File: config.mk
export PLATFORM = sky130hd
export DESIGN_NAME = count_uart_tx
export DESIGN_NICKNAME = d
export VERILOG_FILES = /design/src/rtl/cnt_pkg.sv /design/src/rtl/baud_tick_gen.sv /design/src/rtl/count_uart_tx.sv
export SDC_FILE = /design/constraint.sdc
export NUM_CORES = 1
export LEC_CHECK = 0
export ABC_CLOCK_PERIOD_IN_PS = 3700
export BUFFER_PORTS_ARGS = -buffer_cell sky130_fd_sc_hd__buf_4
export CORE_MARGIN = 2
export CORE_UTILIZATION = 45
export DETAILED_ROUTE_END_ITERATION = 7
export GPL_ROUTABILITY_DRIVEN = 0
export HOLD_SLACK_MARGIN = 0.05
export PLACE_DENSITY = 0.63
export SYNTH_ARGS = -nofsm -noshare
export SYNTH_HDL_FRONTEND = slang
export SYNTH_SLANG_ARGS = --single-unit
File: constraint.sdc
create_clock -name clk -period 3.7 [get_ports clk]
set_input_delay 0.74 -clock clk [delete_from_list [all_inputs] [get_ports clk]]
set_output_delay 0.74 -clock clk [all_outputs]
set_load 0.02 [all_outputs]
File: src/rtl/cnt_pkg.sv
// -----------------------------------------------------------------------------
// cnt_pkg
// Shared types and constants for the counter-value UART transmitter.
//   tx_state_t    : transmitter frame state
//   UART_IDLE_LVL : line level while no frame is in flight (mark)
//   DATA_W        : payload width (counter width)
//   clog2         : ceiling log2, usable in constant expressions
// -----------------------------------------------------------------------------
package cnt_pkg;

   localparam int   DATA_W        = 8;
   localparam logic UART_IDLE_LVL = 1'b1;

   typedef enum logic [1:0] {
      IDLE  = 2'd0,
      START = 2'd1,
      DATA  = 2'd2,
      STOP  = 2'd3
   } tx_state_t;

   // Smallest width w such that 2**w >= value (0 for value <= 1).
   function automatic int clog2(input int value);
      int width;
      width = 0;
      for (int i = 0; i < 31; i++) begin
         if ((32'sd1 <<< i) < value) begin
            width = i + 1;
         end else begin
            width = width;
         end
      end
      return width;
   endfunction

endpackage

File: src/rtl/baud_tick_gen.sv
// -----------------------------------------------------------------------------
// baud_tick_gen
// Bit-period timer. Counts 0..CLKS_PER_BIT-1 and raises tick during the last
// cycle of every bit period. clear holds the count at zero so the first period
// after clear is released is a full one.
// Ports:
//   clk   in  : system clock
//   rst   in  : synchronous active-high reset
//   clear in  : restart the bit period (held while the transmitter idles)
//   tick  out : high in the final cycle of each bit period (registered)
// -----------------------------------------------------------------------------
module baud_tick_gen
   import cnt_pkg::*;
#(
   parameter int CLKS_PER_BIT = 104
) (
   input  logic clk,
   input  logic rst,
   input  logic clear,
   output logic tick
);

   localparam int               CNT_W    = (clog2(CLKS_PER_BIT) < 1) ? 1 : clog2(CLKS_PER_BIT);
   localparam logic [CNT_W-1:0] LAST_CNT = CNT_W'(CLKS_PER_BIT - 1);

   logic [CNT_W-1:0] cnt_r;
   logic [CNT_W-1:0] cnt_inc_s;
   logic             tick_r;

   assign cnt_inc_s = cnt_r + CNT_W'(1'b1);

   // Bit-period counter; tick_r is precomputed so it is high exactly while
   // cnt_r sits at LAST_CNT (LAST_CNT is never 0 since CLKS_PER_BIT >= 2).
   always_ff @(posedge clk) begin
      if (rst || clear) begin
         cnt_r  <= '0;
         tick_r <= 1'b0;
      end else if (cnt_r == LAST_CNT) begin
         cnt_r  <= '0;
         tick_r <= 1'b0;
      end else begin
         cnt_r  <= cnt_inc_s;
         tick_r <= (cnt_inc_s == LAST_CNT);
      end
   end

   assign tick = tick_r;

endmodule

File: src/rtl/count_uart_tx.sv
// -----------------------------------------------------------------------------
// count_uart_tx
// Serialises the live counter value as an 8N1 UART frame (LSB first). A frame
// is sent on a req pulse, or automatically (auto_en) when count_in differs from
// the last value sent. Triggers arriving mid-frame collapse into one follow-up
// frame that starts straight after the stop bit and carries the newest count.
// Ports:
//   clk        in  : system clock
//   rst        in  : synchronous active-high reset (aborts any frame)
//   count_in   in  : counter value [7:0]
//   auto_en    in  : send automatically when count_in != last value sent
//   req        in  : one-cycle request for a frame with the current count_in
//   tx         out : serial line, idle high
//   busy       out : high for every cycle of a frame in flight
//   frame_done out : high in the final cycle of the stop bit
// -----------------------------------------------------------------------------
module count_uart_tx
   import cnt_pkg::*;
#(
   parameter int CLKS_PER_BIT = 104
) (
   input  logic              clk,
   input  logic              rst,
   input  logic [DATA_W-1:0] count_in,
   input  logic              auto_en,
   input  logic              req,
   output logic              tx,
   output logic              busy,
   output logic              frame_done
);

   localparam int               IDX_W    = clog2(DATA_W);
   localparam logic [IDX_W-1:0] LAST_IDX = IDX_W'(DATA_W - 1);

   tx_state_t         state_r,     state_s;
   logic [DATA_W-1:0] shift_r,     shift_s;
   logic [DATA_W-1:0] last_sent_r, last_sent_s;
   logic [IDX_W-1:0]  idx_r,       idx_s;
   logic              pending_r,   pending_s;
   logic              tx_r,        tx_s;
   logic              busy_r,      busy_s;

   logic              trig_s;
   logic              tick_s;
   logic              clear_s;
   logic [IDX_W-1:0]  idx_inc_s;

   assign trig_s    = req | (auto_en & (count_in != last_sent_r));
   assign clear_s   = (state_r == IDLE);
   assign idx_inc_s = idx_r + IDX_W'(1'b1);

   baud_tick_gen #(
      .CLKS_PER_BIT (CLKS_PER_BIT)
   ) u_baud (
      .clk   (clk),
      .rst   (rst),
      .clear (clear_s),
      .tick  (tick_s)
   );

   // Next-state logic. tx_s/busy_s are the line values for the coming cycle so
   // that tx and busy come straight from flops. pending only remembers req: the
   // auto condition is re-evaluated against last_sent in the final stop cycle,
   // so a count that wanders and returns to last_sent does not cause a resend.
   always_comb begin
      state_s     = state_r;
      shift_s     = shift_r;
      last_sent_s = last_sent_r;
      idx_s       = idx_r;
      pending_s   = pending_r;
      tx_s        = tx_r;
      busy_s      = busy_r;
      case (state_r)
         IDLE: begin
            if (trig_s) begin
               state_s     = START;
               shift_s     = count_in;
               last_sent_s = count_in;
               idx_s       = '0;
               pending_s   = 1'b0;
               tx_s        = 1'b0;
               busy_s      = 1'b1;
            end else begin
               tx_s        = UART_IDLE_LVL;
               busy_s      = 1'b0;
            end
         end
         START: begin
            pending_s = pending_r | req;
            if (tick_s) begin
               state_s = DATA;
               idx_s   = '0;
               tx_s    = shift_r[0];
            end else begin
               tx_s    = 1'b0;
            end
         end
         DATA: begin
            pending_s = pending_r | req;
            if (tick_s) begin
               if (idx_r == LAST_IDX) begin
                  state_s = STOP;
                  tx_s    = UART_IDLE_LVL;
               end else begin
                  idx_s   = idx_inc_s;
                  tx_s    = shift_r[idx_inc_s];
               end
            end else begin
               tx_s = shift_r[idx_r];
            end
         end
         STOP: begin
            if (tick_s) begin
               if (pending_r || trig_s) begin
                  // Back-to-back frame: newest count wins, no idle cycle.
                  state_s     = START;
                  shift_s     = count_in;
                  last_sent_s = count_in;
                  idx_s       = '0;
                  pending_s   = 1'b0;
                  tx_s        = 1'b0;
                  busy_s      = 1'b1;
               end else begin
                  state_s     = IDLE;
                  pending_s   = 1'b0;
                  tx_s        = UART_IDLE_LVL;
                  busy_s      = 1'b0;
               end
            end else begin
               pending_s = pending_r | req;
               tx_s      = UART_IDLE_LVL;
            end
         end
         default: begin
            state_s   = IDLE;
            pending_s = 1'b0;
            tx_s      = UART_IDLE_LVL;
            busy_s    = 1'b0;
         end
      endcase
   end

   // State and output registers; reset abandons any frame in flight.
   always_ff @(posedge clk) begin
      if (rst) begin
         state_r     <= IDLE;
         shift_r     <= '0;
         last_sent_r <= '0;
         idx_r       <= '0;
         pending_r   <= 1'b0;
         tx_r        <= UART_IDLE_LVL;
         busy_r      <= 1'b0;
      end else begin
         state_r     <= state_s;
         shift_r     <= shift_s;
         last_sent_r <= last_sent_s;
         idx_r       <= idx_s;
         pending_r   <= pending_s;
         tx_r        <= tx_s;
         busy_r      <= busy_s;
      end
   end

   assign tx   = tx_r;
   assign busy = busy_r;
   // Decode of two flops (state and the registered tick): no input path.
   assign frame_done = (state_r == STOP) && tick_s;

endmodule

==> out/results.ini, run 1 <==
[cells_and_area]
design_area_um2=1680
nFillCells=333
antenna_cells=0
final_layout_size_suffix_gt1_share_pct=16.6
layout_common_cells=dfxtp_1, nand2b_1, buf_4, inv_1, nor2_1
fin_nets=202
final_common_cell=dfxtp_1
area_growth_pct=10.9

[timing]
setup_tns_ns=0
max_freq_mhz=406
drv_slew=0
finalCritPeriodShare_pct=66.5
period_minus_slack_ns=2.46
fin_worst_skew_ns=0.00340
setup_viol=0
worstMarginPinSlew_ns=0.515
hold_viol_final=0
rsz0062_at_grt=false
slew-limit-headroom_pct=65.7

[grt]
grt_first_pass_wirelength_um=5150
grt_max_degree=30
antenna_found_initial=0
grt_pass1_vias=1183
grt-ovfl-total=0
track_usage_pct=18.0

[critical_path]
cp.arrival_ns=2.70
crit_path_end_kind=register
crit_type=register to register
critPathRequiredTime_ns=3.93
startpoint_type=register
critPathMaxFanout=6

[synthesis]
postSynthCellCount=169
ys_warn_count=0
synth_fp_nets=189
synth_area_per_cell_um2=8.97
syn-cell-area_um2=1520
synth_area_leaders=dfxtp_1, nand2b_1, ha_1
synth-xor-area-share_pct=7.51
synth_top_area_share_pct=31.7
synth_cell_type_count=44
synth_seq_area_share_pct=31.7
synth_compound_area_share_pct=14.3
yosys.area_share.simple_pct=21.3
synthArstFlopShare_pct=0
synth_flop_cell=dfxtp_1
synthAdderAreaFrac_pct=6.61
synth_edf_count=0
synth_top_family_by_area=simple AND/OR/NAND/NOR gates
synth_top_area_cell=dfxtp_1
synth.area.mux_share_pct=13.4
ys_ff_latch=24

[route]
ant_nets=0
drtIter0Drc=89
dr.pass1.iters=4
wl_per_cell_um=13.6
num_vias=1235
vias_per_cell=5.44
drt_wl_total_um=3090
drc=0

[placed_design]
numPortBuffers=14
placed_area_um2=1640
post-dp-hpwl_um=2430

[floorplanning]
chipHeight_um=62.0
fp-row-count=21
start_util_pct=46.1
die_area_um2=3850
core_um2=3280
pin_count=15
die_w_um=62.0

[clocking]
cts_tree=built
cts-root-buf=clkbuf_4
ctsResizeCount=0
numClockSinks=24
postCtsSetupBuffers=0
cts_hold_buf=0
clk_pin_slew_ns=0.14
cts_buffers=3
htree_num_levels=1
clock_path_buffers=2
clk_latency_ns=0.33

[pwr]
ir_drop_uv=266
p_per_area_nw_per_um2=557
p_leak_nw=0.652
finalPower_mw=0.935

[hold_path]
hp-class=register to register

[job]
maxCapViolations=0

[run_status]
outcome=complete, no violations

==> final cells by class <==
type	instances	area (um2)	area share, %
sequential	24	480	28.6
inverter	12	45.0	2.68
clock buffer	4	36.3	2.16
tap	46	57.6	3.43
multi-input combinational	127	956	56.9
timing repair buffer	14	105	6.25
==> report_power, final <==
| part | leakage (nW) | switching (mW) | internal [mW] |
|---|---|---|---|
| logic | 0.435 | 0.238 | 0.194 |
| clock network | 0.0210 | 0.0845 | 0.0604 |
| registers | 0.197 | 0.0523 | 0.307 |
==> critical path, stage by stage, from the launching register on <==
cell and delay [ns]:
dfxtp_1 0.41, ha_1 0.23, ha_1 0.37, mux2_1 0.35, mux4_2 0.50, o21ai_2 0.16
nor3_1 0.06, o31a_1 0.29
==> cells in the mapped netlist (all sizes together) (2+ instances only) <==
| library cell | instances |
|---|---|
| nand3 | 4 |
| nand2 | 8 |
| nor3 | 5 |
| a21oi | 4 |
| dfxtp | 24 |
| nor4 | 2 |
| ha | 8 |
| nand4 | 2 |
| o22ai | 2 |
| mux2 | 4 |
| a211oi | 3 |
| o21ai | 9 |
| mux4 | 3 |
| xnor2 | 11 |
| mux2i | 9 |
| clkbuf | 5 |
| a211o | 2 |
| xor2 | 2 |
| inv | 12 |
| nor2 | 12 |
| nand2b | 19 |
==> state kept, by name, summed over array words and instances (netlist names) <==
signal	count
busy	1
last_sent_r	8
u_baud.tick	1
pending_r	1
state_r	2
idx_r	3
tx	1
u_baud.cnt_r	7
==> kinds of logic (layout without fill, tap and decap cells) <==
kind of cell / count (synthesis) / after routing
multiplexers: 16 / 16
flip-flops: 24 / 24
AND/OR/NAND/NOR: 60 / 60
XOR/XNOR: 13 / 13
AO/OA/AOI/OAI: 30 / 30
adder cells (fa/ha/maj): 8 / 8
buffers and inverters: 18 / 30
==> per-stage QoR <==
step | setup slack [ns] | utilization (%) | hold WS, ns | cells
global route | 1.11 | 51.2 | 0.522 | 227
global placement | 1.38 | 50.1 | 0.445 | 223
finish | 1.24 | 51.2 | 0.495 | 227
floorplan | 1.43 | - | 0.430 | 169
CTS | 1.22 | 51.2 | 0.505 | 227
detailed placement | 1.25 | 50.1 | 0.475 | 223
==> path summary, 6_finish.rpt <==
check / start / endpoint / slack (ns) / cells after the start
setup reg to reg: idx_r[0] / tx / 1.24 / 7
hold reg to reg: u_baud.cnt_r[0] / u_baud.cnt_r[0] / 0.49 / 1
setup / recovery: idx_r[0] / tx / 1.24 / 7
hold / removal: u_baud.cnt_r[0] / u_baud.cnt_r[0] / 0.49 / 1
==> layer usage <==
metal	share of wire [%]	wire length [um]	vias up	global-route usage, %
met5	0	0	-	0
met3	3.4	104	5	1.86
met2	50	1540	24	31.5
met4	1.6	50	0	7.29
li1	-	-	616	-
met1	45	1400	590	22.5
No activity file was read; power rests on OpenSTA's default activity.
==> inputs of run 2 (changes only) <==
ABC_CLOCK_PERIOD_IN_PS = 2100   (was 3700)
PLACE_DENSITY = 0.66   (was 0.63)
clock period = 2.1 ns   (was 3.7 ns; I/O delays follow)
==> run 2 against run 1 <==
Against the previous run:
- the run now ends with setup timing left
- global-route usage down 0.23 points
- clock skew up 0.0028 ns
- setup slack got worse by 1.3 ns
- worst hold slack worse by 0.13 ns
- count of clock-buffer cells in the layout did not move
- die area is the same
- final cell count is 2.2% higher
- sequential share of layout area is 1.1 points lower
- combinational power is 86% higher
==> out/results.ini, run 2 (same netlist as run 1, synthesis figures left out) <==
[run_status]
outcome=finished, violations left  ; was complete, no violations
violations=setup timing

[route]
ant_nets=0  ; unchanged
drc=0  ; unchanged
num_vias=1246  ; was 1235
drtIter0Drc=98  ; was 89
wl_per_cell_um=13.3  ; was 13.6 um
drt_wl_total_um=3090  ; about the same
dr.pass1.iters=4  ; unchanged
vias_per_cell=5.37  ; was 5.44

[clocking]
clock_path_buffers=2  ; unchanged
htree_num_levels=1  ; unchanged
numClockSinks=24  ; unchanged
cts-root-buf=clkbuf_4  ; unchanged
clk_latency_ns=0.31  ; was 0.33 ns
cts_tree=built  ; unchanged
clk_pin_slew_ns=0.14  ; about the same
cts_buffers=3  ; unchanged
cts_hold_buf=0  ; unchanged

[pwr]
p_leak_nw=0.680  ; was 0.652 nW
finalPower_mw=1.68  ; was 0.935 mW
p_per_area_nw_per_um2=951  ; was 557 nW/um2
ir_drop_uv=456  ; was 266 uV

[critical_path]
startpoint_type=register  ; unchanged
r2r_slack_ns=-0.06  ; was 1.24 ns
critPathMaxFanout=5  ; was 6
cp.arrival_ns=2.38  ; was 2.70 ns
crit_path_end_kind=register  ; unchanged
crit_type=register to register  ; unchanged
critPathRequiredTime_ns=2.33  ; was 3.93 ns

[placed_design]
post-dp-hpwl_um=2410  ; was 2430 um
numPortBuffers=14  ; unchanged

[cells_and_area]
antenna_cells=0  ; unchanged
regMostFlops=last_sent_r  ; unchanged
area_growth_pct=16.7  ; was 10.9%
reg.largest.list=last_sent_r (8), u_baud.cnt_r (7), idx_r (3)  ; unchanged
fin_nets=207  ; was 202
largest_reg_flops=8  ; unchanged
layout_common_cells=dfxtp_1, nand2b_1, buf_4, inv_1, nor2_1  ; unchanged
final_layout_size_suffix_gt1_share_pct=22.0  ; was 16.6%
final_common_cell=dfxtp_1  ; unchanged

[grt]
grt_pass1_vias=1188  ; was 1183
grt_max_degree=30  ; unchanged
grt_first_pass_wirelength_um=5110  ; was 5150 um
grt-ovfl-total=0  ; unchanged
track_usage_pct=17.8  ; was 18.0%
antenna_found_initial=0  ; unchanged

[job]
maxCapViolations=0  ; unchanged

[timing]
final.setup.worst_slack_ns=-0.0584  ; was 1.24 ns
finalCritPeriodShare_pct=103  ; was 66.5%
worstMarginPinSlew_ns=0.390  ; was 0.515 ns
drv_slew=0  ; unchanged
hold_viol_final=0  ; unchanged
slew-limit-headroom_pct=73.3  ; was 65.7%
rsz0062_at_grt=true  ; was false
setup_tns_ns=-0.0584  ; was 0 ns
fin_worst_skew_ns=0.00615  ; was 0.00340 ns
period_minus_slack_ns=2.16  ; was 2.46 ns
max_freq_mhz=463  ; was 406 MHz
setup_viol=1  ; was 0

[floorplanning]
pin_count=15  ; unchanged
chipHeight_um=62.0  ; unchanged
die_w_um=62.0  ; unchanged
die_area_um2=3850  ; unchanged
fp-row-count=21  ; unchanged
start_util_pct=46.1  ; unchanged
core_um2=3280  ; unchanged

[hold_path]
hp-class=input port to register  ; was register to register

==> run 2: changes by cell type in the layout (fill, tap and decap cells not counted), sizes merged <==
cell  previous run  this run
buf             14        19
==> run 2: worst paths after layout <==
check / end / from / cells past startpoint
max reg2reg: tx / idx_r[0] / 7
max: tx / idx_r[0] / 7
min reg2reg: u_baud.cnt_r[0] / u_baud.cnt_r[0] / 1
min: last_sent_r[2] / count_in[2] / 3
==> run 2: final cells by class <==
type / instances / area [um2]
Timing Repair Buffer: 19 / 143
Inverter: 12 / 45.0
Clock buffer: 4 / 36.3
Multi-Input combinational cell: 127 / 1000
Tap cell: 46 / 57.6
Sequential cell: 24 / 485
Fill cell: 325 / 1520
==> run 2: through the flow <==
step	util, %	hold WS (ns)	instance area, um2	instances	setup slack (ns)
final	53.8	0.361	1770	232	-0.0584
after global routing	53.8	0.355	1770	232	-0.133
after CTS	53.8	0.350	1770	232	-0.0695
after detailed placement	52.3	0.460	1720	227	-0.0835
after global placement	52.3	0.445	1720	227	-0.0211
after floorplan	-	0.430	1560	169	-0.0197
==> run 2: timing repair <==
action                     4_1_cts  5_1_grt
pin swaps                        3        0
gates resized for setup          2        0
buffers inserted                 1        0
setup endpoints to repair        1        1
==> run 2: critical path: stages (launching register included) <==
cell	delay [ns]
dfxtp_4	0.37
ha_4	0.15
ha_4	0.30
mux2_4	0.30
mux4_2	0.48
o21ai_2	0.17
nor3_2	0.05
o31a_1	0.23
==> run 2: metal layers <==
layer	vias to the layer above	global-route usage, %	part of all wire, %
met4	0	5.47	0.52
met3	2	3.73	3.9
met2	24	29.8	48
met5	-	0	0
met1	594	23.0	47
li1	626	-	-
==> run 2: power by group <==
| part | internal, mW | switching (mW) |
|---|---|---|
| Sequential | 0.541 | 0.0908 |
| Clock | 0.106 | 0.141 |
| Combinational | 0.382 | 0.420 |
==> inputs of run 3 (changes only) <==
ABC_CLOCK_PERIOD_IN_PS = 1800   (was 2100)
BUFFER_PORTS_ARGS = unset   (was -buffer_cell sky130_fd_sc_hd__buf_4)
DONT_BUFFER_PORTS = 1   (was unset)
PLACE_DENSITY = 0.62   (was 0.66)
SLEW_MARGIN = 0   (was unset)
clock period = 1.8 ns   (was 2.1 ns; I/O delays follow)
==> run 3 against run 2 <==
Against the previous run:
- the run still ends with setup timing left
- via count decreased by 2.1%
- maximum frequency increased by 0.21%
- routed wire length increased by 0.49%
- combinational power increased by 25%
- register-to-register slack got worse by 0.30 ns
- largest cell class unchanged
- largest power group unchanged
==> out/results.ini, run 3 (same netlist as run 1, synthesis figures left out) <==
[grt]
grt_pass1_vias=1086  ; was 1188
grt-ovfl-total=0  ; unchanged
grt_first_pass_wirelength_um=4650  ; was 5110 um
antenna_found_initial=0  ; unchanged
grt_max_degree=30  ; unchanged
track_usage_pct=16.5  ; was 17.8%

[clocking]
clk_latency_ns=0.32  ; was 0.31 ns
cts-root-buf=clkbuf_4  ; unchanged
clk_pin_slew_ns=0.14  ; about the same
cts_tree=built  ; unchanged
cts_buffers=3  ; unchanged
numClockSinks=24  ; unchanged
cts_hold_buf=0  ; unchanged
clock_path_buffers=2  ; unchanged
htree_num_levels=1  ; unchanged
postCtsSetupBuffers=0  ; was 1

[hold_path]
hp-class=input port to register  ; unchanged
min_path_cells=1  ; was 3
min_from=rst  ; was count_in[2]
hold_end=state_r[0]  ; was last_sent_r[2]

[timing]
rsz0062_at_grt=true  ; unchanged
drv_slew=0  ; unchanged
slew-limit-headroom_pct=76.8  ; was 73.3%
setup_tns_ns=-0.354  ; was -0.0584 ns
period_minus_slack_ns=2.15  ; was 2.16 ns
finalCritPeriodShare_pct=120  ; was 103%
setup_viol=1  ; unchanged
max_freq_mhz=464  ; was 463 MHz
fin_worst_skew_ns=0.00989  ; was 0.00615 ns
hold_viol_final=0  ; unchanged
worstMarginPinSlew_ns=0.339  ; was 0.390 ns
final.setup.worst_slack_ns=-0.354  ; was -0.0584 ns

[pwr]
p_per_area_nw_per_um2=1210  ; was 951 nW/um2
power.share.clock_pct=16.0  ; was 14.7%
switchingPower_mw=0.792  ; was 0.652 mW
power.internal_mw=1.32  ; was 1.03 mW
swShare_pct=37.5  ; was 38.8%
finalPower_mw=2.11  ; was 1.68 mW
ir_drop_uv=510  ; was 456 uV
p_comb_share_pct=47.6  ; was 47.7%
p_leak_nw=0.646  ; was 0.680 nW
p_seq_share_pct=36.4  ; was 37.6%

[route]
drtIter0Drc=43  ; was 98
vias_per_cell=5.47  ; was 5.37
num_vias=1220  ; was 1246
wl_per_cell_um=13.9  ; was 13.3 um
dr.pass1.iters=4  ; unchanged
ant_nets=0  ; unchanged
drc=0  ; unchanged
drt_wl_total_um=3100  ; was 3090 um

[floorplanning]
chipHeight_um=62.0  ; unchanged
fp-row-count=21  ; unchanged
die_w_um=62.0  ; unchanged
start_util_pct=46.1  ; unchanged
core_um2=3280  ; unchanged
die_area_um2=3850  ; unchanged
pin_count=15  ; unchanged

[cells_and_area]
fin_nets=198  ; was 207
reg.largest.list=last_sent_r (8), u_baud.cnt_r (7), idx_r (3)  ; unchanged
final_layout_size_suffix_gt1_share_pct=23.7  ; was 22.0%
layout_common_cells=nand2b_1, dfxtp_1, inv_1, nor2_1, xnor2_1  ; was dfxtp_1, nand2b_1, buf_4, inv_1, nor2_1
regMostFlops=last_sent_r  ; unchanged
antenna_cells=0  ; unchanged
layoutNonFillerInstCount=223  ; was 232
largest_reg_flops=8  ; unchanged
area_growth_pct=15.4  ; was 16.7%
final_common_cell=nand2b_1  ; was dfxtp_1

[critical_path]
rr_endpoint=tx  ; unchanged
critPathRequiredTime_ns=2.03  ; was 2.33 ns
crit_type=register to register  ; unchanged
crit_chain=ha_4 > ha_4 > mux2_4 > mux4_2 > o21ai_2 > nor3_2 > o31a_1  ; unchanged
critPathMostFrequentCell=ha_4  ; unchanged
cp.arrival_ns=2.38  ; about the same
crit_path_max_incr_delay_ns=0.47  ; was 0.48 ns
timing.rr.start=idx_r[0]  ; unchanged
crit_path_end_kind=register  ; unchanged
startpoint_type=register  ; unchanged
r2r_slack_ns=-0.35  ; was -0.06 ns
cp_slowest_cell=mux4_2  ; unchanged
critPathMaxFanout=5  ; unchanged
rr_worst_depth=7  ; unchanged

[job]
maxCapViolations=0  ; unchanged

[placed_design]
placed_cells=219  ; was 227
post-place-ws_ns=-0.357  ; was -0.0835 ns
post-dp-hpwl_um=2440  ; was 2410 um
numPortBuffers=0  ; was 14

[run_status]
outcome=finished, violations left  ; unchanged
violations=setup timing  ; unchanged

-- run 3: what timing repair did --
item,CTS,global route
setup endpoints to repair,4,15
resized for setup,4,11
pin swaps,3,2
-- run 3: final cells by class --
type,instances,area [um2]
inverters,12,45.0
well taps,46,57.6
repair buffers,10,87.6
clock buffers,4,47.5
multi-input cells,127,1020
fillers,318,1540
flip-flops and latches,24,492
-- run 3: power by group through the flow --
stage	Clock, mW	Sequential [mW]	Combinational (mW)
CTS	0.350	0.763	0.975
detailed placement	0	0.774	0.963
global placement	0	0.770	0.929
floorplan	0	0.748	0.692
finish	0.338	0.769	1.00
global route	0.369	0.785	1.10
-- run 3: per-layer routing --
layer	GRT usage [%]	vias up	wire, um
met5	0	-	0
met1	21.0	589	1450
li1	-	611	-
met3	3.93	2	129
met2	27.5	18	1500
met4	5.47	0	20
-- run 3: critical path: cells and delay by family, from the launching register on --
family,cells,cell delay (ns)
AND/OR/NAND/NOR,1,0.06
AO/OA/AOI/OAI,2,0.40
multiplexers,2,0.77
adder cells (fa/ha/maj),2,0.46
flip-flops,1,0.38
-- run 3: worst max-delay path by stage --
stage | startpoint | to | slack (ns) | cells past startpoint
after CTS | idx_r[0] | tx | -0.34 | 7
after detailed placement | idx_r[0] | tx | -0.36 | 7
final | idx_r[0] | tx | -0.35 | 7
after global routing | idx_r[0] | tx | -0.37 | 7
after global placement | idx_r[0] | tx | -0.32 | 7
after floorplan | idx_r[0] | tx | -0.32 | 7
-- run 3: stage by stage --
stage          hold WS (ns)  area (um2)  util, %
6_report             0.0892        1750     53.2
5_1_grt              0.0558        1750     53.2
4_1_cts              0.0804        1720     52.4
3_5_place_dp          0.431        1670     50.9
3_3_place_gp          0.437        1670     50.9
2_1_floorplan         0.430        1560        -
